===== src/rtl/clock_reset_seq_pkg.sv =====
// Shared types and constants for the clock generator reset sequencer.
// State encoding is fixed so debug probes can decode the 2-bit state directly.
package clock_reset_seq_pkg;

    typedef enum logic [1:0] {
        PULSE     = 2'd0,
        WAIT_LOCK = 2'd1,
        STABLE    = 2'd2,
        RUN       = 2'd3
    } state_t;

    localparam int EVT_W = 8;
    localparam logic [EVT_W-1:0] EVT_MAX = '1;

    // Debug event counters stick at full scale instead of wrapping.
    function automatic logic [EVT_W-1:0] sat_inc(input logic [EVT_W-1:0] v);
        return (v == EVT_MAX) ? v : v + EVT_W'(1);
    endfunction

endpackage


===== src/rtl/clock_reset_seq_if.sv =====
// Lock inputs, reset outputs and debug counters between the sequencer and its
// surroundings; the sequencer takes the master side.
interface clock_reset_seq_if;
    import clock_reset_seq_pkg::*;

    logic             pll_lock;
    logic             mmcm_lock;
    logic             clk_rst;
    logic             sys_rst;
    logic             ready;
    logic [EVT_W-1:0] relock_count;
    logic [EVT_W-1:0] timeout_count;

    modport master (
        input  pll_lock, mmcm_lock,
        output clk_rst, sys_rst, ready, relock_count, timeout_count
    );

    modport slave (
        output pll_lock, mmcm_lock,
        input  clk_rst, sys_rst, ready, relock_count, timeout_count
    );

endinterface


===== src/rtl/clock_reset_seq_sync_2ff.sv =====
// Single-bit two-flop synchronizer for lock flags arriving from another domain.
module sync_2ff (
    input  logic clk,
    input  logic rst,
    input  logic d,
    output logic q
);

    logic meta;

    always_ff @(posedge clk or posedge rst) begin
        if (rst) begin
            meta <= 1'b0;
            q    <= 1'b0;
        end else begin
            meta <= d;
            q    <= meta;
        end
    end

endmodule


===== src/rtl/clock_reset_seq.sv =====
// Reset sequencer: pulses the clock generator reset, waits for both locks to
// settle, then releases system reset; retries on timeout or loss of lock.
module clock_reset_seq
    import clock_reset_seq_pkg::*;
#(
    parameter int RST_PULSE_CYCLES    = 16,
    parameter int LOCK_STABLE_CYCLES  = 1024,
    parameter int LOCK_TIMEOUT_CYCLES = 65536,
    parameter int CNT_W               = 17
) (
    input  logic               clk,
    input  logic               rst,
    clock_reset_seq_if.master  bus
);

    localparam logic [CNT_W-1:0] PULSE_LAST   = CNT_W'(RST_PULSE_CYCLES - 1);
    localparam logic [CNT_W-1:0] STABLE_LAST  = CNT_W'(LOCK_STABLE_CYCLES - 1);
    localparam logic [CNT_W-1:0] TIMEOUT_LAST = CNT_W'(LOCK_TIMEOUT_CYCLES - 1);

    state_t           state, state_nx;
    logic [CNT_W-1:0] cnt, cnt_nx;
    logic             pll_sync, mmcm_sync, lock_ok;
    logic             timeout_evt, relock_evt;
    logic             clk_rst_q, sys_rst_q, ready_q;
    logic [EVT_W-1:0] relock_q, timeout_q;

    sync_2ff u_sync_pll  (.clk(clk), .rst(rst), .d(bus.pll_lock),  .q(pll_sync));
    sync_2ff u_sync_mmcm (.clk(clk), .rst(rst), .d(bus.mmcm_lock), .q(mmcm_sync));

    assign lock_ok = pll_sync & mmcm_sync;

    // A lock drop beats the stable terminal count, and a lock arrival beats
    // the timeout terminal count, so the sequence never pulses needlessly.
    always_comb begin
        state_nx    = state;
        cnt_nx      = cnt + CNT_W'(1);
        timeout_evt = 1'b0;
        relock_evt  = 1'b0;
        unique case (state)
            PULSE: begin
                if (cnt == PULSE_LAST) begin
                    state_nx = WAIT_LOCK;
                    cnt_nx   = '0;
                end
            end
            WAIT_LOCK: begin
                if (lock_ok) begin
                    state_nx = STABLE;
                    cnt_nx   = '0;
                end else if (cnt == TIMEOUT_LAST) begin
                    state_nx    = PULSE;
                    cnt_nx      = '0;
                    timeout_evt = 1'b1;
                end
            end
            STABLE: begin
                if (!lock_ok) begin
                    state_nx = WAIT_LOCK;
                    cnt_nx   = '0;
                end else if (cnt == STABLE_LAST) begin
                    state_nx = RUN;
                    cnt_nx   = '0;
                end
            end
            RUN: begin
                cnt_nx = '0;
                if (!lock_ok) begin
                    state_nx   = PULSE;
                    relock_evt = 1'b1;
                end
            end
            default: begin
                state_nx = PULSE;
                cnt_nx   = '0;
            end
        endcase
    end

    // Outputs are decoded from the next state so they switch with the state.
    always_ff @(posedge clk or posedge rst) begin
        if (rst) begin
            state     <= PULSE;
            cnt       <= '0;
            clk_rst_q <= 1'b1;
            sys_rst_q <= 1'b1;
            ready_q   <= 1'b0;
            relock_q  <= '0;
            timeout_q <= '0;
        end else begin
            state     <= state_nx;
            cnt       <= cnt_nx;
            clk_rst_q <= (state_nx == PULSE);
            sys_rst_q <= (state_nx != RUN);
            ready_q   <= (state_nx == RUN);
            if (relock_evt)  relock_q  <= sat_inc(relock_q);
            if (timeout_evt) timeout_q <= sat_inc(timeout_q);
        end
    end

    assign bus.clk_rst       = clk_rst_q;
    assign bus.sys_rst       = sys_rst_q;
    assign bus.ready         = ready_q;
    assign bus.relock_count  = relock_q;
    assign bus.timeout_count = timeout_q;

endmodule


===== src/flat_wrapper.sv =====
// flat-port wrapper written by rule: the top's interface ports become plain ports
module clock_reset_seq_flat import clock_reset_seq_pkg::*;
#(
    parameter int RST_PULSE_CYCLES    = 16,
    parameter int LOCK_STABLE_CYCLES  = 1024,
    parameter int LOCK_TIMEOUT_CYCLES = 65536,
    parameter int CNT_W               = 17
)
  (clk, rst, bus_pll_lock, bus_mmcm_lock, bus_clk_rst, bus_sys_rst, bus_ready, bus_relock_count, bus_timeout_count);
  clock_reset_seq_if bus_i ();
  input  logic clk;
  input  logic rst;
  input wire logic [$bits(bus_i.pll_lock)-1:0] bus_pll_lock;
  input wire logic [$bits(bus_i.mmcm_lock)-1:0] bus_mmcm_lock;
  output wire logic [$bits(bus_i.clk_rst)-1:0] bus_clk_rst;
  output wire logic [$bits(bus_i.sys_rst)-1:0] bus_sys_rst;
  output wire logic [$bits(bus_i.ready)-1:0] bus_ready;
  output wire logic [$bits(bus_i.relock_count)-1:0] bus_relock_count;
  output wire logic [$bits(bus_i.timeout_count)-1:0] bus_timeout_count;
  assign bus_i.pll_lock = bus_pll_lock;
  assign bus_i.mmcm_lock = bus_mmcm_lock;
  assign bus_clk_rst = bus_i.clk_rst;
  assign bus_sys_rst = bus_i.sys_rst;
  assign bus_ready = bus_i.ready;
  assign bus_relock_count = bus_i.relock_count;
  assign bus_timeout_count = bus_i.timeout_count;
  clock_reset_seq #(.RST_PULSE_CYCLES(RST_PULSE_CYCLES), .LOCK_STABLE_CYCLES(LOCK_STABLE_CYCLES), .LOCK_TIMEOUT_CYCLES(LOCK_TIMEOUT_CYCLES), .CNT_W(CNT_W)) u_core (.clk(clk), .rst(rst), .bus(bus_i));
endmodule

===== config.mk =====
export PLATFORM = sky130hd
export DESIGN_NAME = clock_reset_seq_flat
export DESIGN_NICKNAME = d
export VERILOG_FILES = /design/src/rtl/clock_reset_seq_pkg.sv /design/src/rtl/clock_reset_seq_if.sv /design/src/rtl/clock_reset_seq_sync_2ff.sv /design/src/rtl/clock_reset_seq.sv /design/src/flat_wrapper.sv
export SDC_FILE = /design/constraint.sdc
export NUM_CORES = 1
export LEC_CHECK = 0
export CORE_UTILIZATION = 50
export CTS_CLUSTER_DIAMETER = 200
export DETAILED_ROUTE_END_ITERATION = 7
export GPL_ROUTABILITY_DRIVEN = 0
export GPL_TIMING_DRIVEN = 0
export HOLD_SLACK_MARGIN = 0.08
export PLACE_DENSITY_LB_ADDON = 0.05
export SYNTH_ARGS = -nofsm -noshare
export SYNTH_HDL_FRONTEND = slang
export SYNTH_SLANG_ARGS = --single-unit

===== constraint.sdc =====
create_clock -name clk -period 2.4 [get_ports clk]
set_input_delay 0.48 -clock clk [delete_from_list [all_inputs] [get_ports clk]]
set_output_delay 0.48 -clock clk [all_outputs]
set_load 0.05 [all_outputs]

== After elaboration in Yosys (flattened, before gate mapping) ==
Cells that the tools add are included.

* Register bits after elaboration: 42
* Input bits: 4
* Output and inout bits: 19
* Word-level logic and storage cells: 49

* $add $sub $neg: 3
* Equality and inequality tests: 10
* Mux-type cells: 18
* Bitwise logic cells: 3
* Reduce and logical (&&, ||, !) cells: 4

{| class="wikitable"
|+ Operator list
! operator !! number
|-
| two-way mux 17 bit || 5
|-
| one-hot mux 17 bit (4 select lines) || 1
|-
| adder 17 x 1 -> 17 bit (second input constant) || 1
|-
| == test 17 x 10 -> 1 bit (second input constant) || 1
|-
| == test 17 x 16 -> 1 bit (second input constant) || 1
|-
| == test 17 x 4 -> 1 bit (second input constant) || 1
|-
| adder 8 x 1 -> 8 bit (second input constant) || 2
|-
| == test 8 bit (second input constant) || 2
|-
| two-way mux 2 bit || 6
|-
| one-hot mux 2 bit (4 select lines) || 1
|-
| == test 2 bit (second input constant) || 3
|-
| two-way mux 1 bit || 5
|-
| logical NOT 2 bit || 2
|-
| AND reduction 2 bit || 2
|-
| == test 2 x 1 -> 1 bit (second input constant) || 1
|-
| != test 2 bit (second input constant) || 1
|-
| inverter 1 bit || 2
|-
| AND 1 bit || 1
|}

== Longest topological paths before layout ==
* Depth in word-level cells: 5
* Gate-level depth with buffers: 10
* Depth with buffers taken out: 10

== By module ==
Synthesis repeated with hierarchy kept, for this count alone.

* Cells, all modules: 175
* Area, all modules: 1940.6 sq um

{| class="wikitable"
|+ Modules (own cells, without submodules)
! module !! instances !! cells each !! area an instance (sq um) !! seq. area each (sq um)
|-
| clock_reset_seq || 1 || 169 || 1833.0 || 953.4
|-
| sync_2ff || 2 || 3 || 53.8 || 50.0
|}

== Least setup slack after synthesis ==
OpenSTA, ideal clock, no wires.

* Path kind: reg2reg
* From: register u_core.cnt[0]
* To: register u_core.timeout_q[1], in the netlist u_core.bus.timeout_count[1]
* Setup time: 0.125 ns
* Arrival: 2.218 ns
* Required time: 2.275 ns
* Path slack: 0.057 ns
* Stages on the path, launching flop included: 10
* Buffers on the path: 0
* Clock period less this slack: 2.343 ns
* Cell sequence: dfrtp_1 > ha_1 > nand3_4 > nor3_1 > nand3_1 > inv_1 > ha_1 > nand2b_1 > a211oi_2 > mux2_2

* Longest elaborated chain between the ends: 5

{| class="wikitable"
|+ Ends and longest elaborated chain
! item !! line !! source
|-
| from (decl) || clock_reset_seq.sv:21 || <nowiki>logic [CNT_W-1:0] cnt, cnt_nx;</nowiki>
|-
| from (signal assigned) || clock_reset_seq.sv:91 || <nowiki>cnt <= cnt_nx;</nowiki>
|-
| == test 17 x 16 -> 1 bit || clock_reset_seq.sv:50 || <nowiki>end else if (cnt == TIMEOUT_LAST) begin</nowiki>
|-
| two-way mux 1 bit || clock_reset_seq.sv:50 ||
|-
| two-way mux 1 bit || clock_reset_seq.sv:47 || <nowiki>if (lock_ok) begin</nowiki>
|-
| two-way mux 1 bit || clock_reset_seq.sv:39 || <nowiki>unique case (state)</nowiki>
|-
| AND reduction 2 bit (no source line) || - ||
|-
| to (signal assigned) || clock_reset_seq.sv:96 || <nowiki>if (timeout_evt) timeout_q <= sat_inc(timeout_q);</nowiki>
|-
| to (decl) || clock_reset_seq.sv:25 || <nowiki>logic [EVT_W-1:0] relock_q, timeout_q;</nowiki>
|}

Every way passes these cells.
A chain may end at the register's enable or synchronous reset.

== Worst setup path in the final report ==
* From: register u_core.cnt[1]
* To: register u_core.timeout_q[1], in the netlist u_core.bus.timeout_count[1]

The elaborated chain is that of the path after synthesis.

==> results.json <==
{
  "status": "complete, no violations",
  "path_cells": "ha_4 > nand3_4 > nor3_4 > nand3_1 > inv_1 > ha_1 > nand2b_1 > a211oi_4 > mux2_2",
  "core_um2": 3800,
  "cts_tree": "done",
  "synth_top_area_frac": 0.489,
  "cap_violations": 0,
  "io_pins": 23,
  "final_cells": 275,
  "viasPerCell": 5.64,
  "grt_max_degree": 43,
  "final_area_um2": 2520,
  "cts_max_path_buffers": 2,
  "setup_viol": 0,
  "synth_ff_type": "dfrtp_1",
  "critPathSlowestCell": "dfrtp_1",
  "min_to": "u_core.u_sync_pll.q",
  "synth-simple-area-share": 0.230,
  "grt_pass1_wl_um": 6730,
  "synth_top_family_by_area": "simple AND/OR/NAND/NOR gates",
  "cellLeakagePower_uw": 0.00108,
  "dpl.hpwl_um": 2740,
  "worst_pin_slew_ns": 0.837,
  "r2r_end": "u_core.bus.timeout_count[1]",
  "synth-edff-count": 0,
  "antenna_cells": 0,
  "die_x_um": 66.0,
  "crit_path_max_incr_delay_ns": 0.43,
  "filler_cell_count": 294,
  "via_count": 1550,
  "fin_total_pwr_uw": 2020,
  "synth-compound-area-share": 0.0825,
  "yosys_warnings": 0,
  "seq_area_frac_synth": 0.515,
  "synthMuxAreaShare": 0.0110,
  "power_density_nw_per_um2": 802,
  "crit_fanout": 10,
  "max_freq_mhz": 436,
  "dr.pass1.iters": 4,
  "irDropWorstVdd_mv": 0.669,
  "slew_headroom": 0.441,
  "synth.area.top_cells": "dfrtp_1 (49%), xnor2_1 (7.7%), nor3_1 (3.7%)",
  "clk_pin_slew_worst_paths_ns": 0.08,
  "synth-seq-cells": 42,
  "min_delay_path_depth": 0,
  "hold_buffers": 0,
  "antenna_found_initial": 0,
  "grt_overflow": 0,
  "worstHoldStart": "u_core.u_sync_pll.meta",
  "io_buffers": 22,
  "root_buffer": "clkbuf_8",
  "slew_violations": 0,
  "crit_path_end_kind": "flip-flop",
  "h-tree-depth": 2,
  "cp.required_ns": 2.59,
  "antenna_left": 0,
  "regToRegSetupSlack_ns": 0.11,
  "rr_startpoint": "u_core.cnt[1]",
  "fin_crit_ns": 2.29,
  "wl_um": 4000,
  "dp_cells": 265,
  "dpl_worst_slack_ns": -0.377,
  "ys_async_sr_fraction": 1.00,
  "placement_rows": 22,
  "wl_per_cell_um": 14.5,
  "finalHoldViolCount": 0,
  "syn_area_um2": 2050,
  "arrival_ns": 2.48,
  "syn_avg_cell_area_um2": 10.5,
  "worstRegToRegCells": 9,
  "setup_ws_ns": 0.106,
  "min_path_type": "flip-flop to flip-flop",
  "skew_ns": 0.00843,
  "nets": 235,
  "start_kind": "flip-flop",
  "drive_above_1_share": 0.128,
  "synth_most_common_cell": "dfrtp_1",
  "remaining_drc_errors": 0,
  "grtUsageTotal": 0.207,
  "worstSkewPairLatency_ns": 0.30,
  "period_share": 0.956,
  "synth_common_cells": "dfrtp_1 (40), nor2_1 (18), xnor2_1 (18), nor3_1 (15), nand2_1 (13)",
  "tns_ns": 0,
  "die_h_um": 66.0,
  "synthCells": 195,
  "synthDistinctLibCells": 38,
  "numCtsBuffers": 5,
  "synthXorXnorAreaFrac": 0.107,
  "cts_sinks": 42,
  "first_iter_violations": 65,
  "die_area_um2": 4350,
  "first_global_vias": 1510,
  "floorplan.initialDensity": 0.539,
  "dpl_cell_area_um2": 2330,
  "syn_nets": 204,
  "critical_path_class": "flip-flop to flip-flop",
  "synthAdderAreaFrac": 0.0306,
  "synth_top_area_cell": "dfrtp_1",
  "area_growth_syn_to_layout_pct": 23.2
}
[repair_timing]
action,in CTS,in global routing
gates resized for setup,4,6
buffers inserted,1,2
endpoints found under the hold margin,0,0
pin swaps,1,2
setup endpoints to repair,18,18
[stage by stage]
stage                     utilization  hold slack [ns]
after detailed placement        0.613            0.347
after CTS                       0.655            0.367
after global placement          0.613            0.338
after global routing            0.664            0.379
final                           0.664            0.363
after floorplan                     -            0.331
[worst max path at each step]
stage,startpoint,endpoint,slack (ns)
finish,u_core.cnt[1],u_core.bus.timeout_count[1],0.11
global route,u_core.cnt[1],u_core.bus.timeout_count[1],-0.008
CTS,u_core.cnt[0],u_core.bus.timeout_count[1],0.0002
detailed placement,u_core.cnt[0],u_core.cnt[2],-0.38
global placement,u_core.cnt[0],u_core.cnt[0],-0.29
floorplan,u_core.cnt[0],u_core.bus.timeout_count[1],0.06
[worst max-delay path: cells and delay by family (launching register included)]
family,cells,cell delay [ns]
AOI/OAI and AO/OA,1,0.38
adders and majority gates,2,0.36
buffers and inverters,1,0.07
DFF,1,0.43
muxes,1,0.38
and+or+nand+nor,4,0.55
[registers in the layout (all words and copies together), names as in the netlist]
name                      flops
u_core.u_sync_mmcm.q          1
u_core.u_sync_pll.meta        1
u_core.u_sync_pll.q           1
u_core.bus.ready              1
u_core.u_sync_mmcm.meta       1
u_core.bus.clk_rst            1
u_core.bus.sys_rst            1
u_core.bus.timeout_count      8
u_core.cnt                   17
u_core.state                  2
u_core.bus.relock_count       8
[per-layer routing]
metal	track usage	vias to the layer above	wire length, um
met5	0	-	0
met4	0.114	0	115
met3	0.0431	11	127
met2	0.362	32	2030
met1	0.232	760	1720
li1	-	747	-
[report_power, final]
part | switching [uW] | internal [uW] | total, uW
Combinational | 272 | 185 | 457
Clock | 254 | 417 | 670
Sequential | 101 | 794 | 895
[placed cells by master (no fill, tap or decap), types with 2 or more instances in the layout]
| master | n |
|---|---|
| nand2_1 | 13 |
| bufinv_16 | 2 |
| o21bai_1 | 2 |
| clkbuf_8 | 5 |
| a21oi_1 | 5 |
| nor4b_1 | 2 |
| dfrtp_1 | 38 |
| nor4_1 | 7 |
| nor2_1 | 18 |
| dfrtp_2 | 2 |
| mux2_2 | 2 |
| nand3_1 | 10 |
| dfstp_2 | 2 |
| ha_1 | 4 |
| or3_1 | 2 |
| o21ai_0 | 5 |
| and3_1 | 5 |
| nor3_1 | 14 |
| buf_4 | 3 |
| clkdlybuf4s50_1 | 22 |
| inv_1 | 9 |
| xnor2_1 | 18 |
| xor2_1 | 7 |
| nand4_1 | 5 |
| and2_1 | 2 |
[cell type report]
class,count,area [um2],area share
sequential,42,1060,0.419
multi-input combinational,140,980,0.388
timing repair buffer,25,243,0.0962
clock buffer,5,68.8,0.0273
clock inverter,3,68.8,0.0273
tap,48,60.1,0.0238
inverter,10,37.5,0.0149
buffer,2,8.76,0.00347
[kinds of logic (layout without fill, tap and decap cells)]
| logic type | after synthesis | in the layout |
|---|---|---|
| AO/OA/AOI/OAI | 22 | 22 |
| XOR/XNOR | 25 | 25 |
| adder cells (fa/ha/maj) | 5 | 5 |
| buffers and inverters | 13 | 45 |
| flip-flops | 42 | 42 |
| multiplexers | 2 | 2 |
| AND/OR/NAND/NOR | 86 | 86 |
Note: power is estimated with default switching activity, not from simulation.
